--- src/rtl/mem_arbiter_pkg.sv ---
// Shared definitions for the two-master SRAM front end.
package mem_arbiter_pkg;

  // FSM state encodings
  localparam logic [0:0] ST_IDLE = 1'b0;
  localparam logic [0:0] ST_WAIT = 1'b1;

  // Port identifiers
  localparam logic PORT_I = 1'b0;
  localparam logic PORT_D = 1'b1;

  // Bit positions in err
  localparam int unsigned ERR_OVF = 0;
  localparam int unsigned ERR_TMO = 1;

  // Choose the port to grant among pending slots.
  // rr_ptr names the port preferred on contention when round-robin is enabled.
  function automatic logic pick_port(input logic rr_en, input logic pend_i,
                                     input logic pend_d, input logic rr_ptr);
    if (pend_i && pend_d) return rr_en ? rr_ptr : PORT_D;
    return pend_d ? PORT_D : PORT_I;
  endfunction

endpackage

--- src/rtl/mem_arbiter_if.sv ---
// Simple strobe/ack memory bus: master issues stb with fields, slave answers ack+dtr.
interface mem_arbiter_if;
  logic        stb;
  logic        rw;
  logic [31:0] addr;
  logic [31:0] dtw;
  logic        ack;
  logic [31:0] dtr;

  modport master (output stb, output rw, output addr, output dtw,
                  input  ack, input  dtr);
  modport slave  (input  stb, input  rw, input  addr, input  dtw,
                  output ack, output dtr);
endinterface

--- src/rtl/mem_arbiter_slot.sv ---
// One-entry request register with pending bit and sticky overflow flag.
module arb_req_slot #(
  parameter bit READ_ONLY = 1'b0
) (
  input  logic        clk,
  input  logic        reset,
  input  logic        stb,
  input  logic        rw,
  input  logic [31:0] addr,
  input  logic [31:0] dtw,
  input  logic        clr,
  output logic        pending,
  output logic        q_rw,
  output logic [31:0] q_addr,
  output logic [31:0] q_dtw,
  output logic        ovf
);

  // Latch a request into an empty slot; flag requests arriving while full
  always_ff @(posedge clk) begin
    if (reset) begin
      pending <= 1'b0;
      q_rw    <= 1'b0;
      q_addr  <= '0;
      q_dtw   <= '0;
      ovf     <= 1'b0;
    end else begin
      if (clr) pending <= 1'b0;
      if (stb && !pending) begin
        pending <= 1'b1;
        q_rw    <= READ_ONLY ? 1'b0 : rw;
        q_addr  <= addr;
        q_dtw   <= READ_ONLY ? '0 : dtw;
      end
      if (stb && pending) ovf <= 1'b1;
    end
  end

endmodule

--- src/rtl/mem_arbiter.sv ---
// Two-master arbiter in front of the SRAM controller; one transaction in flight.
module mem_arbiter
  import mem_arbiter_pkg::*;
#(
  parameter int unsigned RR_ARB      = 1,
  parameter int unsigned TIMEOUT_CYC = 64
) (
  input  logic                 clk,
  input  logic                 reset,
  mem_arbiter_if.slave         i_bus,
  mem_arbiter_if.slave         d_bus,
  mem_arbiter_if.master        m_bus,
  output logic                 busy,
  output logic [1:0]           err
);

  localparam int unsigned CW = (TIMEOUT_CYC == 0) ? 1 : $clog2(TIMEOUT_CYC + 1);
  localparam logic [CW-1:0] TMO = CW'(TIMEOUT_CYC);

  logic        pend_i, pend_d, ovf_i, ovf_d;
  logic        rw_i, rw_d;
  logic [31:0] addr_i, addr_d, dtw_i, dtw_d;
  logic [0:0]  state;
  logic        owner, rr_ptr, winner, tmo;
  logic        done, clr_i, clr_d;
  logic [CW-1:0] cnt, cnt_inc;

  arb_req_slot #(.READ_ONLY(1'b1)) u_slot_i (
    .clk(clk), .reset(reset), .stb(i_bus.stb), .rw(i_bus.rw), .addr(i_bus.addr),
    .dtw(i_bus.dtw), .clr(clr_i), .pending(pend_i), .q_rw(rw_i), .q_addr(addr_i),
    .q_dtw(dtw_i), .ovf(ovf_i)
  );

  arb_req_slot #(.READ_ONLY(1'b0)) u_slot_d (
    .clk(clk), .reset(reset), .stb(d_bus.stb), .rw(d_bus.rw), .addr(d_bus.addr),
    .dtw(d_bus.dtw), .clr(clr_d), .pending(pend_d), .q_rw(rw_d), .q_addr(addr_d),
    .q_dtw(dtw_d), .ovf(ovf_d)
  );

  assign done    = (state == ST_WAIT) && m_bus.ack;
  assign clr_i   = done && (owner == PORT_I);
  assign clr_d   = done && (owner == PORT_D);
  assign winner  = pick_port(RR_ARB != 0, pend_i, pend_d, rr_ptr);
  assign cnt_inc = cnt + CW'(1);
  assign busy    = pend_i | pend_d | (state != ST_IDLE);
  assign err     = {tmo, ovf_i | ovf_d};

  // Grant, downstream strobe, completion routing and timeout tracking
  always_ff @(posedge clk) begin
    if (reset) begin
      state       <= ST_IDLE;
      owner       <= PORT_I;
      rr_ptr      <= PORT_I;
      cnt         <= '0;
      tmo         <= 1'b0;
      m_bus.stb   <= 1'b0;
      m_bus.rw    <= 1'b0;
      m_bus.addr  <= '0;
      m_bus.dtw   <= '0;
      i_bus.ack   <= 1'b0;
      i_bus.dtr   <= '0;
      d_bus.ack   <= 1'b0;
      d_bus.dtr   <= '0;
    end else begin
      i_bus.ack <= 1'b0;
      d_bus.ack <= 1'b0;
      m_bus.stb <= 1'b0;
      case (state)
        ST_IDLE: begin
          if (pend_i || pend_d) begin
            m_bus.stb  <= 1'b1;
            m_bus.rw   <= (winner == PORT_D) ? rw_d   : rw_i;
            m_bus.addr <= (winner == PORT_D) ? addr_d : addr_i;
            m_bus.dtw  <= (winner == PORT_D) ? dtw_d  : dtw_i;
            owner      <= winner;
            cnt        <= '0;
            state      <= ST_WAIT;
          end
        end
        default: begin
          if (m_bus.ack) begin
            if (owner == PORT_D) begin
              d_bus.ack <= 1'b1;
              d_bus.dtr <= m_bus.dtr;
            end else begin
              i_bus.ack <= 1'b1;
              i_bus.dtr <= m_bus.dtr;
            end
            rr_ptr <= ~owner;
            state  <= ST_IDLE;
          end else if (cnt != TMO) begin
            cnt <= cnt_inc;
            if ((TIMEOUT_CYC != 0) && (cnt_inc == TMO)) tmo <= 1'b1;
          end
        end
      endcase
    end
  end

endmodule
--- src/flat_wrapper.sv ---
// flat-port wrapper written by rule: the top's interface ports become plain ports
module mem_arbiter_flat import mem_arbiter_pkg::*;
#(
  parameter int unsigned RR_ARB      = 1,
  parameter int unsigned TIMEOUT_CYC = 64
)
  (clk, reset, busy, err, i_bus_stb, i_bus_rw, i_bus_addr, i_bus_dtw, i_bus_ack, i_bus_dtr, d_bus_stb, d_bus_rw, d_bus_addr, d_bus_dtw, d_bus_ack, d_bus_dtr, m_bus_stb, m_bus_rw, m_bus_addr, m_bus_dtw, m_bus_ack, m_bus_dtr);
  mem_arbiter_if i_bus_i ();
  mem_arbiter_if d_bus_i ();
  mem_arbiter_if m_bus_i ();
  input  logic clk;
  input  logic reset;
  output logic busy;
  output logic [1:0] err;
  input wire logic [$bits(i_bus_i.stb)-1:0] i_bus_stb;
  input wire logic [$bits(i_bus_i.rw)-1:0] i_bus_rw;
  input wire logic [$bits(i_bus_i.addr)-1:0] i_bus_addr;
  input wire logic [$bits(i_bus_i.dtw)-1:0] i_bus_dtw;
  output wire logic [$bits(i_bus_i.ack)-1:0] i_bus_ack;
  output wire logic [$bits(i_bus_i.dtr)-1:0] i_bus_dtr;
  input wire logic [$bits(d_bus_i.stb)-1:0] d_bus_stb;
  input wire logic [$bits(d_bus_i.rw)-1:0] d_bus_rw;
  input wire logic [$bits(d_bus_i.addr)-1:0] d_bus_addr;
  input wire logic [$bits(d_bus_i.dtw)-1:0] d_bus_dtw;
  output wire logic [$bits(d_bus_i.ack)-1:0] d_bus_ack;
  output wire logic [$bits(d_bus_i.dtr)-1:0] d_bus_dtr;
  output wire logic [$bits(m_bus_i.stb)-1:0] m_bus_stb;
  output wire logic [$bits(m_bus_i.rw)-1:0] m_bus_rw;
  output wire logic [$bits(m_bus_i.addr)-1:0] m_bus_addr;
  output wire logic [$bits(m_bus_i.dtw)-1:0] m_bus_dtw;
  input wire logic [$bits(m_bus_i.ack)-1:0] m_bus_ack;
  input wire logic [$bits(m_bus_i.dtr)-1:0] m_bus_dtr;
  assign i_bus_i.stb = i_bus_stb;
  assign i_bus_i.rw = i_bus_rw;
  assign i_bus_i.addr = i_bus_addr;
  assign i_bus_i.dtw = i_bus_dtw;
  assign i_bus_ack = i_bus_i.ack;
  assign i_bus_dtr = i_bus_i.dtr;
  assign d_bus_i.stb = d_bus_stb;
  assign d_bus_i.rw = d_bus_rw;
  assign d_bus_i.addr = d_bus_addr;
  assign d_bus_i.dtw = d_bus_dtw;
  assign d_bus_ack = d_bus_i.ack;
  assign d_bus_dtr = d_bus_i.dtr;
  assign m_bus_stb = m_bus_i.stb;
  assign m_bus_rw = m_bus_i.rw;
  assign m_bus_addr = m_bus_i.addr;
  assign m_bus_dtw = m_bus_i.dtw;
  assign m_bus_i.ack = m_bus_ack;
  assign m_bus_i.dtr = m_bus_dtr;
  mem_arbiter #(.RR_ARB(RR_ARB), .TIMEOUT_CYC(TIMEOUT_CYC)) u_core (.clk(clk), .reset(reset), .i_bus(i_bus_i), .d_bus(d_bus_i), .m_bus(m_bus_i), .busy(busy), .err(err));
endmodule
--- config.mk ---
export PLATFORM = sky130hd
export DESIGN_NAME = mem_arbiter_flat
export DESIGN_NICKNAME = d
export VERILOG_FILES = /design/src/rtl/mem_arbiter_pkg.sv /design/src/rtl/mem_arbiter_if.sv /design/src/rtl/mem_arbiter_slot.sv /design/src/rtl/mem_arbiter.sv /design/src/flat_wrapper.sv
export SDC_FILE = /design/constraint.sdc
export NUM_CORES = 1
export LEC_CHECK = 0
export CAP_MARGIN = 5
export CORE_ASPECT_RATIO = 1.4
export CORE_MARGIN = 2
export CORE_UTILIZATION = 48
export CTS_BUF_LIST = sky130_fd_sc_hd__clkbuf_8
export DETAILED_ROUTE_END_ITERATION = 8
export HOLD_SLACK_MARGIN = 0.15
export PLACE_DENSITY = 0.84
export SYNTH_ARGS = -nofsm -noshare
export SYNTH_HDL_FRONTEND = slang
export SYNTH_SLANG_ARGS = --single-unit
--- constraint.sdc ---
create_clock -name clk -period 4.8 [get_ports clk]
set_input_delay 0.96 -clock clk [delete_from_list [all_inputs] [get_ports clk]]
set_output_delay 0.96 -clock clk [all_outputs]
set_load 0.01 [all_outputs]
==> metrics.txt <==
status completed; Yosys cell types 37; H-tree levels 2; TritonCTS Buffers 38; Max Cap Viol 0; synthesized instance count around 1.1k; area grow syn2layout 39.73%; post-route ant nets 0; clock latency on the worst-skew pair ~0.52 ns; GRT Total Usage 0.2451; Die H roughly 160 µm; Final Routed Wirelength ~24000 µm; Synth Register Bits approximately 240; Mapped Nets 1222; max-slew violations 0; initial antenna violation count 0; ys flop type dfxtp_1; Vias/cell about 5.2; Max-slew headroom 0.3347; Worst Hold Class register to register; DR WL/cell between 15 and 20 µm; Static Leakage between 4 and 5 nW; Reg clk slew, reported paths approximately 0.060 ns; worst path arrival time 2.16 ns; crit path max fanout 12; syn_area_per_cell ~8.4 µm²; unrepaired setup endpoints after global routing false; Placed Cells ~1.5k; Clock Sink Count ~240; fin nets approximately 1.5k; n_diodes 0; hold_buf cts 0; Detailed Place HPWL 16010 µm; FFs w/ async S/R, synth 0; Post-CTS Resized 0; Slew @ Worst Pin between 0.9 and 1 ns; layout cell share with drive strength beyond 1 0.06146; pin count of the biggest net entering global routing 123; root buffer cell clkbuf_8; initial detailed-routing violation count around 540; global-route wire length before repair around 40000 µm; CTS tree done; Final min period between 3 and 4 ns; clock buffer depth 3; post-synthesis sequential area ratio 0.5540; mapped cell area roughly 8800 µm²; Die Wd around 120 µm; vias in the first global route roughly 8.1k; port buffer count 268; Peak VDD IR 0.0003579 V; final setup fails 0; die area between 15000 and 20000 µm²; core area 18000 µm²; crit path launch type register; total negative slack 0 ns; Non-Filler Instances approximately 1.6k; postcts setup bufs 0; I/O pin cnt just over 300; period utilization 0.6498; fill count between 1k and 1.5k; drt pass-1 iters 5; Final Hold Fails 0; Ys Warns 0; number of flops mapped to enable cells by yosys 0; vias about 8k; Crit Path Category register to primary output; power per cell area roughly 360 nW/µm²; Setup crit end kind primary output; worst path required time ~3.8 ns; skew final about 0.012 ns; initial core utilization 0.4899; grt ovf 0; Rows 58; gpl congestion 0.8323; # DRC 0; Max Clk Rate 320.6 MHz
==> state kept, by name, indices dropped and copies added (netlist names), 7 cells and up <==
register	cells
u_core.u_slot_i.q_addr	32
u_core.m_bus.dtw	32
u_core.cnt	7
u_core.u_slot_d.q_addr	32
u_core.d_bus.dtr	32
u_core.m_bus.addr	32
u_core.u_slot_d.q_dtw	32
u_core.i_bus.dtr	32
==> critical path, cell delays in order, from the launching register on <==
cell and delay, ns:
dfxtp_1 0.63, inv_1 0.24, nand2_1 0.17, clkdlybuf4s50_1 0.60
==> worst paths after layout <==
kind / cells after the start / end / startpoint / slack, ns
hold / removal: 2 / u_core.d_bus.dtr[5] / u_core.d_bus.dtr[5] / 0.45
setup / recovery: 3 / busy / u_core.state / 1.68
setup reg to reg: 4 / u_core.u_slot_d.q_addr[4] / u_core.u_slot_d.pending / 2.58
hold reg to reg: 2 / u_core.d_bus.dtr[5] / u_core.d_bus.dtr[5] / 0.45
==> cell type report <==
| type | count | area (µm²) | area share |
|---|---|---|---|
| Timing Repair Buffer | 282 | 2801 | 0.2274 |
| Inverter | 8 | 30.03 | 0.002437 |
| Clock inverter | 20 | 77.57 | 0.006296 |
| Clock buffer | 47 | 646.9 | 0.05250 |
| Multi-Input combinational cell | 717 | 3580 | 0.2905 |
| Sequential cell | 244 | 4885 | 0.3965 |
| Tap cell | 240 | 300.3 | 0.02437 |
==> layout by cell type, fill, tap and decap left out, types with 26 or more instances in the layout <==
master           synthesis  final
inv_1                    8     26
clkdlybuf4s50_1          0    267
dfxtp_1                244    244
a211oi_1                32     32
a21oi_1                173    173
nand2_1                327    327
mux2i_1                 32     32
clkbuf_8                 4     47
nor2_1                  76     74
a22oi_1                 33     33
==> through the flow <==
| stage | hold WS, ns | setup slack [ns] | instance area [µm²] | power [W] | util |
|---|---|---|---|---|---|
| 2_1_floorplan | 0.4211 | 2.859 | 8817 | 0.002553 | - |
| 3_3_place_gp | 0.4407 | 1.889 | 11600 | 0.002860 | 0.6443 |
| 3_5_place_dp | 0.4457 | 1.852 | 11600 | 0.002876 | 0.6443 |
| 4_1_cts | 0.4532 | 1.657 | 12320 | 0.004522 | 0.6846 |
| 5_1_grt | 0.4678 | 1.543 | 12320 | 0.004676 | 0.6846 |
| 6_report | 0.4519 | 1.681 | 12320 | 0.004473 | 0.6846 |
==> metal layers <==
layer	vias to the layer above	share of wire	global-route usage
li1	3983	-	-
met1	3789	0.38	0.2582
met2	277	0.51	0.4475
met3	63	0.076	0.07674
met4	0	0.035	0.1071
met5	-	0	0
==> cells in the mapped netlist (all sizes together), types with 3 or more instances <==
master,n,area [µm²]
xnor2,3,26.28
a22oi,33,247.7
and3,4,27.52
dfxtp,244,4885
ha,3,37.54
o21ai,3,15.01
mux2i,32,320.3
nand3,7,35.03
a21oi,173,865.8
nand2,328,1234
clkbuf,68,295.3
a211oi,32,240.2
nor2,76,285.3
inv,8,30.03
buf,15,72.57
==> logic make-up (layout without fill, tap and decap cells) <==
kind of cell,after synthesis,count (layout),synth area share
simple gates,428,428,0.1894
compound gates,250,250,0.1669
flops,244,244,0.5540
buf+inv,91,357,0.04513
mux,32,32,0.03633
xor+xnor,4,4,0.003974
fa+ha+maj,3,3,0.004258
==> power breakdown <==
| part | total, W | switching, W | internal [W] |
|---|---|---|---|
| clock network | 0.00164 | 0.000765 | 0.000878 |
| registers | 0.00220 | 0.0000635 | 0.00214 |
| logic | 0.000628 | 0.000324 | 0.000304 |
| total | 0.00447 | 0.00115 | 0.00332 |
No activity file was read; power rests on OpenSTA's default activity.
